[config.mk]
export PLATFORM = sky130hd
export DESIGN_NAME = multicycle_fsm
export DESIGN_NICKNAME = d
export VERILOG_FILES = /design/src/rtl/rv32_ctrl_pkg.sv /design/src/rtl/alu_decoder.sv /design/src/rtl/multicycle_fsm.sv
export SDC_FILE = /design/constraint.sdc
export NUM_CORES = 1
export LEC_CHECK = 0
export CORE_UTILIZATION = 53
export CTS_BUF_LIST = sky130_fd_sc_hd__clkbuf_8
export DETAILED_ROUTE_END_ITERATION = 7
export PLACE_DENSITY_LB_ADDON = 0.2
export SYNTH_ARGS = -nofsm -noshare
export SYNTH_HDL_FRONTEND = slang
export SYNTH_SLANG_ARGS = --single-unit
[constraint.sdc]
create_clock -name clk -period 2.8 [get_ports clk]
set_input_delay 0.28 -clock clk [delete_from_list [all_inputs] [get_ports clk]]
set_output_delay 0.28 -clock clk [all_outputs]
set_load 0.01 [all_outputs]
[src/rtl/rv32_ctrl_pkg.sv]
// -----------------------------------------------------------------------------
// rv32_ctrl_pkg
// Shared encodings for the multicycle RV32 control path: FSM state codes,
// opcodes, ALU operation codes, datapath mux selects and trap causes.
// The state codes are plain localparam constants so that legacy RTL and
// scripts which compare against raw 4-bit values keep working.
// -----------------------------------------------------------------------------
package rv32_ctrl_pkg;

    // FSM state encoding
    typedef logic [3:0] state_t;

    localparam state_t FETCH  = 4'd0;
    localparam state_t DECODE = 4'd1;
    localparam state_t MEMADR = 4'd2;
    localparam state_t MEMRD  = 4'd3;
    localparam state_t MEMWB  = 4'd4;
    localparam state_t MEMWR  = 4'd5;
    localparam state_t EXEC_R = 4'd6;
    localparam state_t EXEC_I = 4'd7;
    localparam state_t ALUWB  = 4'd8;
    localparam state_t BRANCH = 4'd9;
    localparam state_t JAL    = 4'd10;
    localparam state_t JALR   = 4'd11;
    localparam state_t TRAP   = 4'd12;

    // Major opcodes
    localparam logic [6:0] OP_R      = 7'b0110011;
    localparam logic [6:0] OP_I      = 7'b0010011;
    localparam logic [6:0] OP_LOAD   = 7'b0000011;
    localparam logic [6:0] OP_STORE  = 7'b0100011;
    localparam logic [6:0] OP_BRANCH = 7'b1100011;
    localparam logic [6:0] OP_JALR   = 7'b1100111;
    localparam logic [6:0] OP_JAL    = 7'b1101111;

    // ALU operation codes driven outside the R/I execute states
    localparam logic [3:0] ALU_ADD = 4'b0000;
    localparam logic [3:0] ALU_CMP = 4'b0001;

    // Datapath mux selects
    localparam logic [1:0] SRCA_PC    = 2'b00;
    localparam logic [1:0] SRCA_OLDPC = 2'b01;
    localparam logic [1:0] SRCA_RS1   = 2'b10;

    localparam logic [1:0] SRCB_RS2  = 2'b00;
    localparam logic [1:0] SRCB_IMM  = 2'b01;
    localparam logic [1:0] SRCB_FOUR = 2'b10;

    localparam logic [1:0] IMM_I = 2'b00;
    localparam logic [1:0] IMM_S = 2'b01;
    localparam logic [1:0] IMM_B = 2'b10;
    localparam logic [1:0] IMM_J = 2'b11;

    localparam logic [1:0] RES_ALUOUT = 2'b00;
    localparam logic [1:0] RES_MEM    = 2'b01;
    localparam logic [1:0] RES_ALU    = 2'b10;

    // Trap causes
    localparam logic [1:0] CAUSE_NONE    = 2'b00;
    localparam logic [1:0] CAUSE_ILLEGAL = 2'b01;
    localparam logic [1:0] CAUSE_TIMEOUT = 2'b10;

    // States that sit waiting on mem_ready and are covered by the watchdog
    function automatic logic is_mem_wait(input state_t s);
        return (s == FETCH) || (s == MEMRD) || (s == MEMWR);
    endfunction

endpackage

[src/rtl/alu_decoder.sv]
// -----------------------------------------------------------------------------
// alu_decoder
// Combinational ALU operation select for the multicycle control FSM.
// Ports:
//   state    in  4  current FSM state
//   funct3   in  3  instruction funct3
//   funct7   in  1  instruction bit 30
//   alu_ctrl out 4  ALU operation
// -----------------------------------------------------------------------------
module alu_decoder
    import rv32_ctrl_pkg::*;
(
    input  state_t      state,
    input  logic [2:0]  funct3,
    input  logic        funct7,
    output logic [3:0]  alu_ctrl
);

    always_comb begin
        // NOTE: default first so every path assigns alu_ctrl; no latch is inferred.
        alu_ctrl = ALU_ADD;
        case (state)
            EXEC_R: alu_ctrl = {funct7, funct3};
            // Bit 30 only selects SRAI vs SRLI among the immediate ops; for the
            // rest it is part of the immediate and must not leak into the op.
            EXEC_I: alu_ctrl = (funct3 == 3'b101) ? {funct7, 3'b101} : {1'b0, funct3};
            BRANCH: alu_ctrl = ALU_CMP;
            default: ;
        endcase
    end

endmodule

[src/rtl/multicycle_fsm.sv]
// -----------------------------------------------------------------------------
// multicycle_fsm
// Control FSM for a multicycle RV32 datapath with a memory watchdog and a
// sticky trap state.
// Parameters:
//   MEM_TIMEOUT  wait cycles allowed for mem_ready before trapping (1..65535)
// Build option:
//   PERF_CNT_EN  when defined, adds the 32-bit retired-instruction counter
//                output instret
// Ports:
//   clk, rst_n        clock (rising edge), synchronous active-low reset
//   op/funct3/funct7  instruction fields from the instruction register
//   zero              ALU zero flag (branch condition)
//   mem_ready         memory transfer complete
//   pc_we, ir_we      PC / instruction register write enables
//   mem_req, mem_we   memory request / write
//   reg_we            register file write enable
//   alu_src_a/b       ALU operand selects
//   imm_src           immediate format select
//   result_src        result mux select
//   alu_ctrl          ALU operation
//   trap, trap_cause  sticky fault flag and its cause
//   instret           retired instruction count (PERF_CNT_EN only)
// -----------------------------------------------------------------------------
module multicycle_fsm
    import rv32_ctrl_pkg::*;
#(
    parameter int unsigned MEM_TIMEOUT = 255
)(
    input  logic        clk,
    input  logic        rst_n,
    input  logic [6:0]  op,
    input  logic [2:0]  funct3,
    input  logic        funct7,
    input  logic        zero,
    input  logic        mem_ready,
    output logic        pc_we,
    output logic        ir_we,
    output logic        mem_req,
    output logic        mem_we,
    output logic        reg_we,
    output logic [1:0]  alu_src_a,
    output logic [1:0]  alu_src_b,
    output logic [1:0]  imm_src,
    output logic [1:0]  result_src,
    output logic [3:0]  alu_ctrl,
    output logic        trap,
    output logic [1:0]  trap_cause
`ifdef PERF_CNT_EN
    ,
    output logic [31:0] instret
`endif
);

    localparam logic [15:0] TIMEOUT_LAST = 16'(MEM_TIMEOUT - 1);

    state_t      state, state_next;
    logic [15:0] wait_cnt;
    logic        trap_q;
    logic [1:0]  cause_q, cause_next;
    logic        timeout;
    logic        branch_taken;
    logic [3:0]  dec_alu_ctrl;

    // The last permitted wait cycle also ends without mem_ready.
    assign timeout = is_mem_wait(state) && !mem_ready && (wait_cnt == TIMEOUT_LAST);

    assign branch_taken = ((funct3 == 3'b000) &&  zero) ||
                          ((funct3 == 3'b001) && !zero);

    // Next-state logic
    always_comb begin
        state_next = state;
        cause_next = cause_q;
        case (state)
            FETCH:  if (mem_ready) state_next = DECODE;
            DECODE: begin
                case (op)
                    OP_LOAD,
                    OP_STORE:  state_next = MEMADR;
                    OP_R:      state_next = EXEC_R;
                    OP_I:      state_next = EXEC_I;
                    OP_BRANCH: state_next = BRANCH;
                    OP_JAL:    state_next = JAL;
                    OP_JALR:   state_next = JALR;
                    default: begin
                        state_next = TRAP;
                        cause_next = CAUSE_ILLEGAL;
                    end
                endcase
            end
            MEMADR: state_next = (op == OP_STORE) ? MEMWR : MEMRD;
            MEMRD:  if (mem_ready) state_next = MEMWB;
            MEMWR:  if (mem_ready) state_next = FETCH;
            EXEC_R,
            EXEC_I: state_next = ALUWB;
            ALUWB,
            MEMWB,
            BRANCH,
            JAL,
            JALR:   state_next = FETCH;
            TRAP:   state_next = TRAP;
            default: state_next = FETCH;
        endcase

        if (timeout) begin
            state_next = TRAP;
            cause_next = CAUSE_TIMEOUT;
        end
    end

    // State, watchdog and trap registers
    always_ff @(posedge clk) begin
        // NOTE: sequential state uses non-blocking assignments so every register
        // samples the values from before this edge.
        if (!rst_n) begin
            state    <= FETCH;
            wait_cnt <= '0;
            trap_q   <= 1'b0;
            cause_q  <= CAUSE_NONE;
        end else begin
            state   <= state_next;
            cause_q <= cause_next;
            if (state_next == TRAP) trap_q <= 1'b1;
            // Any state change clears the count, so each wait state starts at 0.
            if (state_next != state)
                wait_cnt <= '0;
            else if (is_mem_wait(state) && !mem_ready)
                wait_cnt <= wait_cnt + 16'd1;
        end
    end

`ifdef PERF_CNT_EN
    always_ff @(posedge clk) begin
        if (!rst_n)
            instret <= '0;
        else if ((state != FETCH) && (state_next == FETCH))
            instret <= instret + 32'd1;
    end
`endif

    alu_decoder u_alu_decoder (
        .state    (state),
        .funct3   (funct3),
        .funct7   (funct7),
        .alu_ctrl (dec_alu_ctrl)
    );

    // Control outputs. Everything is held at 0 while rst_n is low so the
    // datapath sees no enables before the first edge has initialised state.
    always_comb begin
        pc_we      = 1'b0;
        ir_we      = 1'b0;
        mem_req    = 1'b0;
        mem_we     = 1'b0;
        reg_we     = 1'b0;
        alu_src_a  = SRCA_PC;
        alu_src_b  = SRCB_RS2;
        imm_src    = IMM_I;
        result_src = RES_ALUOUT;
        if (rst_n) begin
            case (state)
                FETCH: begin
                    mem_req    = 1'b1;
                    alu_src_b  = SRCB_FOUR;
                    result_src = RES_ALU;
                    if (mem_ready) begin
                        ir_we = 1'b1;
                        pc_we = 1'b1;
                    end
                end
                DECODE: begin
                    alu_src_a = SRCA_OLDPC;
                    alu_src_b = SRCB_IMM;
                    imm_src   = IMM_B;
                end
                MEMADR: begin
                    alu_src_a = SRCA_RS1;
                    alu_src_b = SRCB_IMM;
                    imm_src   = (op == OP_STORE) ? IMM_S : IMM_I;
                end
                MEMRD:  mem_req = 1'b1;
                MEMWB: begin
                    reg_we     = 1'b1;
                    result_src = RES_MEM;
                end
                MEMWR: begin
                    mem_req = 1'b1;
                    mem_we  = 1'b1;
                end
                EXEC_R: alu_src_a = SRCA_RS1;
                EXEC_I: begin
                    alu_src_a = SRCA_RS1;
                    alu_src_b = SRCB_IMM;
                end
                ALUWB:  reg_we = 1'b1;
                BRANCH: begin
                    alu_src_a = SRCA_RS1;
                    pc_we     = branch_taken;
                end
                JAL: begin
                    pc_we     = 1'b1;
                    reg_we    = 1'b1;
                    alu_src_a = SRCA_OLDPC;
                    alu_src_b = SRCB_IMM;
                    imm_src   = IMM_J;
                end
                JALR: begin
                    pc_we     = 1'b1;
                    reg_we    = 1'b1;
                    alu_src_a = SRCA_RS1;
                    alu_src_b = SRCB_IMM;
                    imm_src   = IMM_I;
                end
                default: ;
            endcase
        end
    end

    assign alu_ctrl   = rst_n ? dec_alu_ctrl : ALU_ADD;
    assign trap       = rst_n & trap_q;
    assign trap_cause = rst_n ? cause_q : CAUSE_NONE;

endmodule

==> summary.md <==
| Metric | Value |
|---|---|
| Count of buffer and inverter cells on the critical path | 2 |
| Ranking of synthesized cells by area | sky130_fd_sc_hd__dfxtp_1 28%, sky130_fd_sc_hd__nor2_1 7.0%, sky130_fd_sc_hd__xor2_1 6.3% |
| Number of flops mapped to enable cells by yosys | 0 |
| Final Hold Viols | 0 |
| IR drop worst, VDD | 0.000335 V |
| Worst path arrival time | around 2.3 ns |
| Wirelength per Cell | 12.8 microns |
| Routed Antenna Nets | 0 |
| Largest net degree at the start of global routing | 27 |
| Final routed wirelength across all metal layers | between 3000 and 4000 microns |
| Cell type group with the largest total delay on the critical path | buffers and inverters |
| FFs w/ async S/R, synth | 0% |
| Post-synthesis sequential area ratio | 27.6% |
| Horizontal die dimension | 58.1 microns |
| Worst hold-check path type | register to register |
| Number of global-route vias before repair | ~1500 |
| Total chip power | just over 0.0007 W |
| Avg Vias per Cell | 5.58 |
| Initial antenna violation count | 0 |
| Storage cell area | approximately 460 sq um |
| Placement Rows | 19 |
| Max Fclk | between 0.3 and 0.4 GHz |
| Final nets | between 200 and 300 |
| Share of post-route cells with drive strength above 1 | between 10 and 15% |
| Signed area change from the synthesized netlist to the final layout | 27.6% |
| Number of setup violations in the final report | 0 |
| Total nets after synthesis | 230 |
| Final Slew Violations | 0 |
| Die footprint | between 3000 and 4000 sq um |
| Dominant register cell in the synthesized netlist | sky130_fd_sc_hd__dfxtp_1 |
| Sum of overflow across all layers after global routing | 0 |
| Clock latency of the later-clocked register in the worst-skew pair | between 0.2 and 0.3 ns |
| Estimated wirelength of the detail-placed design | between 2000 and 3000 microns |
| Static leakage power | between 0.7 and 0.8 nW |
| Critical Path Max Stage Delay | roughly 0.52 ns |
| Core area | ~2900 sq um |
| Clk Tree Root Cell | sky130_fd_sc_hd__clkbuf_8 |
| Netlist area before placement | about 1700 sq um |
| Fin crit share | 91.9% |
| Final critical-path required period | approximately 2.6 ns |
| PnR worst setup slack | approximately 0.23 ns |
| Chip height | approximately 58 microns |
| Number of warnings printed during yosys synthesis | 0 |
| Routability congestion estimate from global placement | 0.870 |
| Skew final | 0.00227 ns |
| Measured slew at the worst slew-check pin | between 0.4 and 0.5 ns |
| DRC errors left | 0 |
| Number of buffers inserted for hold repair after clock tree synthesis | 0 |
| Cell seen most often among critical-path stages | sky130_fd_sc_hd__clkdlybuf4s50_1 |
| Cell-by-cell trace of the critical path | clkdlybuf4s50_1 > or3_1 > or2_2 > nor2_1 > o21a_1 > clkdlybuf4s50_1 |
| Reg clk slew, reported paths | 0.07 ns |
| Count leader, synth | sky130_fd_sc_hd__nor2_1 |
| Critical Path RT | 2.52 ns |
| I/O pin total | 35 |
| Worst slack on hold paths | between 0.4 and 0.5 ns |
| CP max stage cell | sky130_fd_sc_hd__clkdlybuf4s50_1 |
| Worst relative slew slack | about 67% |
| Fillers | approximately 240 |
| Number of diodes | 0 |
| 1st-iter DRT viols | between 90 and 100 |
| Post-CTS Repair Setup Buffers | 0 |
| Max Root-Sink Buffers | 2 |
| Synthesized instance count | roughly 210 |
| Power density cells | 337 nW/um^2 |
| Number of storage elements in the synthesis netlist | 23 |
| Via count | about 1600 |
| Largest fanout on the critical path | 6 |
| Classification of the worst setup path | input port to output port |
| CP startpoint kind | input port |
| Initial standard-cell utilization of the core | 58.0% |
| Number of levels in the clock H-tree | 1 |
| Syn Area/Cell | roughly 7.8 sq um |
| Area taken by multi-input logic gates | 1120 sq um |
| Number of buffers created by CTS | 3 |
| All-layer global routing usage | between 20% and 30% |
| Worst setup timing slack at the placement stage | roughly 0.025 ns |
| Share of the synthesized area in the top cell type | between 20 and 30% |
| 1st-pass router iterations | 4 |
| Top cells by count, synth | 31 x sky130_fd_sc_hd__nor2_1, 23 x sky130_fd_sc_hd__dfxtp_1, 15 x sky130_fd_sc_hd__a21oi_1 |
| IO buf count | 34 |
| Number of gates given a new drive strength after cts | 0 |
| Wire length of the first global-routing pass | ~6600 microns |
| Setup crit end kind | output port |
| Clock tree from TritonCTS | yes |
| Number of maximum-capacitance constraint violations | 0 |
| Most area-hungry cell type in the Yosys netlist | sky130_fd_sc_hd__dfxtp_1 |
| Outcome | completed |
| Setup repair after global routing missed its margin | false |
| Post-synthesis cell type count | 55 |
| Final core area utilization | 74.0% |
| Total Neg Setup Slack | 0 ns |
| CTS Sinks | 23 |
## worst min-delay path: stages (launching register included)
cell and delay (ns):
sky130_fd_sc_hd__dfxtp_1 0.32, sky130_fd_sc_hd__nor2_1 0.04, sky130_fd_sc_hd__nor2_1 0.08
## per-stage QoR
stage          cells  area [sq um]
2_1_floorplan    213          1670
3_3_place_gp     289          2080
3_5_place_dp     289          2080
4_1_cts          293          2130
5_1_grt          293          2130
6_report         293          2130
## path summary, 6_finish.rpt
path                      startpoint                       end  slack [ns]  cells after the start
max                            op[2]                imm_src[0]        0.23                      6
min          cause_q[0]$_SDFFE_PP0P_   cause_q[0]$_SDFFE_PP0P_        0.48                      2
max reg2reg      state[1]$_SDFF_PN0_  wait_cnt[9]$_SDFFE_PP0P_        0.48                      5
min reg2reg  cause_q[0]$_SDFFE_PP0P_   cause_q[0]$_SDFFE_PP0P_        0.48                      2
## power breakdown
part	leakage (nW)	switching (W)	total [W]	internal, W
combinational	0.529	0.0000968	0.000191	0.0000946
clock	0.0269	0.0000917	0.000189	0.0000975
sequential	0.186	0.00000377	0.000337	0.000333
## cells in the final DEF (no fill, tap or decap), drive strengths merged, types with 4 or more instances in the layout
cell type      count
clkdlybuf4s50     34
nor2              33
dfxtp             23
a21oi             16
xor2              12
nand2b            11
buf               11
nand2             10
nor4               9
and2               8
nor3               7
nand3              7
inv                6
or3                5
xnor2              4
and3               4
## cells by family (layout without fill, tap and decap cells)
| kind of cell | after synthesis | after routing | share of synthesized area [%] |
|---|---|---|---|
| simple gates | 118 | 118 | 40.1 |
| compound gates | 37 | 37 | 17.5 |
| flops | 23 | 23 | 27.6 |
| buf+inv | 17 | 55 | 4.95 |
| xor+xnor | 16 | 16 | 8.40 |
| fa+ha+maj | 2 | 2 | 1.50 |
## area by class of cell
class	instances	share of cell area [%]
inverters	6	1.06
flip-flops and latches	23	21.6
well taps	42	2.47
clock buffers	3	1.94
clock inverters	1	0.176
repair buffers	45	19.9
multi-input cells	173	52.9
## per-layer routing
metal / GRT usage [%] / routed length (microns) / vias up
met5: 0 / 0 / -
met3: 2.90 / 151 / 8
met2: 43.0 / 1900 / 43
met1: 29.9 / 1640 / 754
met4: 10.2 / 64 / 0
li1: - / - / 829
## state kept, by name, indices dropped and copies added, names as in the netlist
| register | count |
|---|---|
| state | 4 |
| cause_q | 2 |
| trap_q | 1 |
| wait_cnt | 16 |
(Power assumes the default switching activity.)
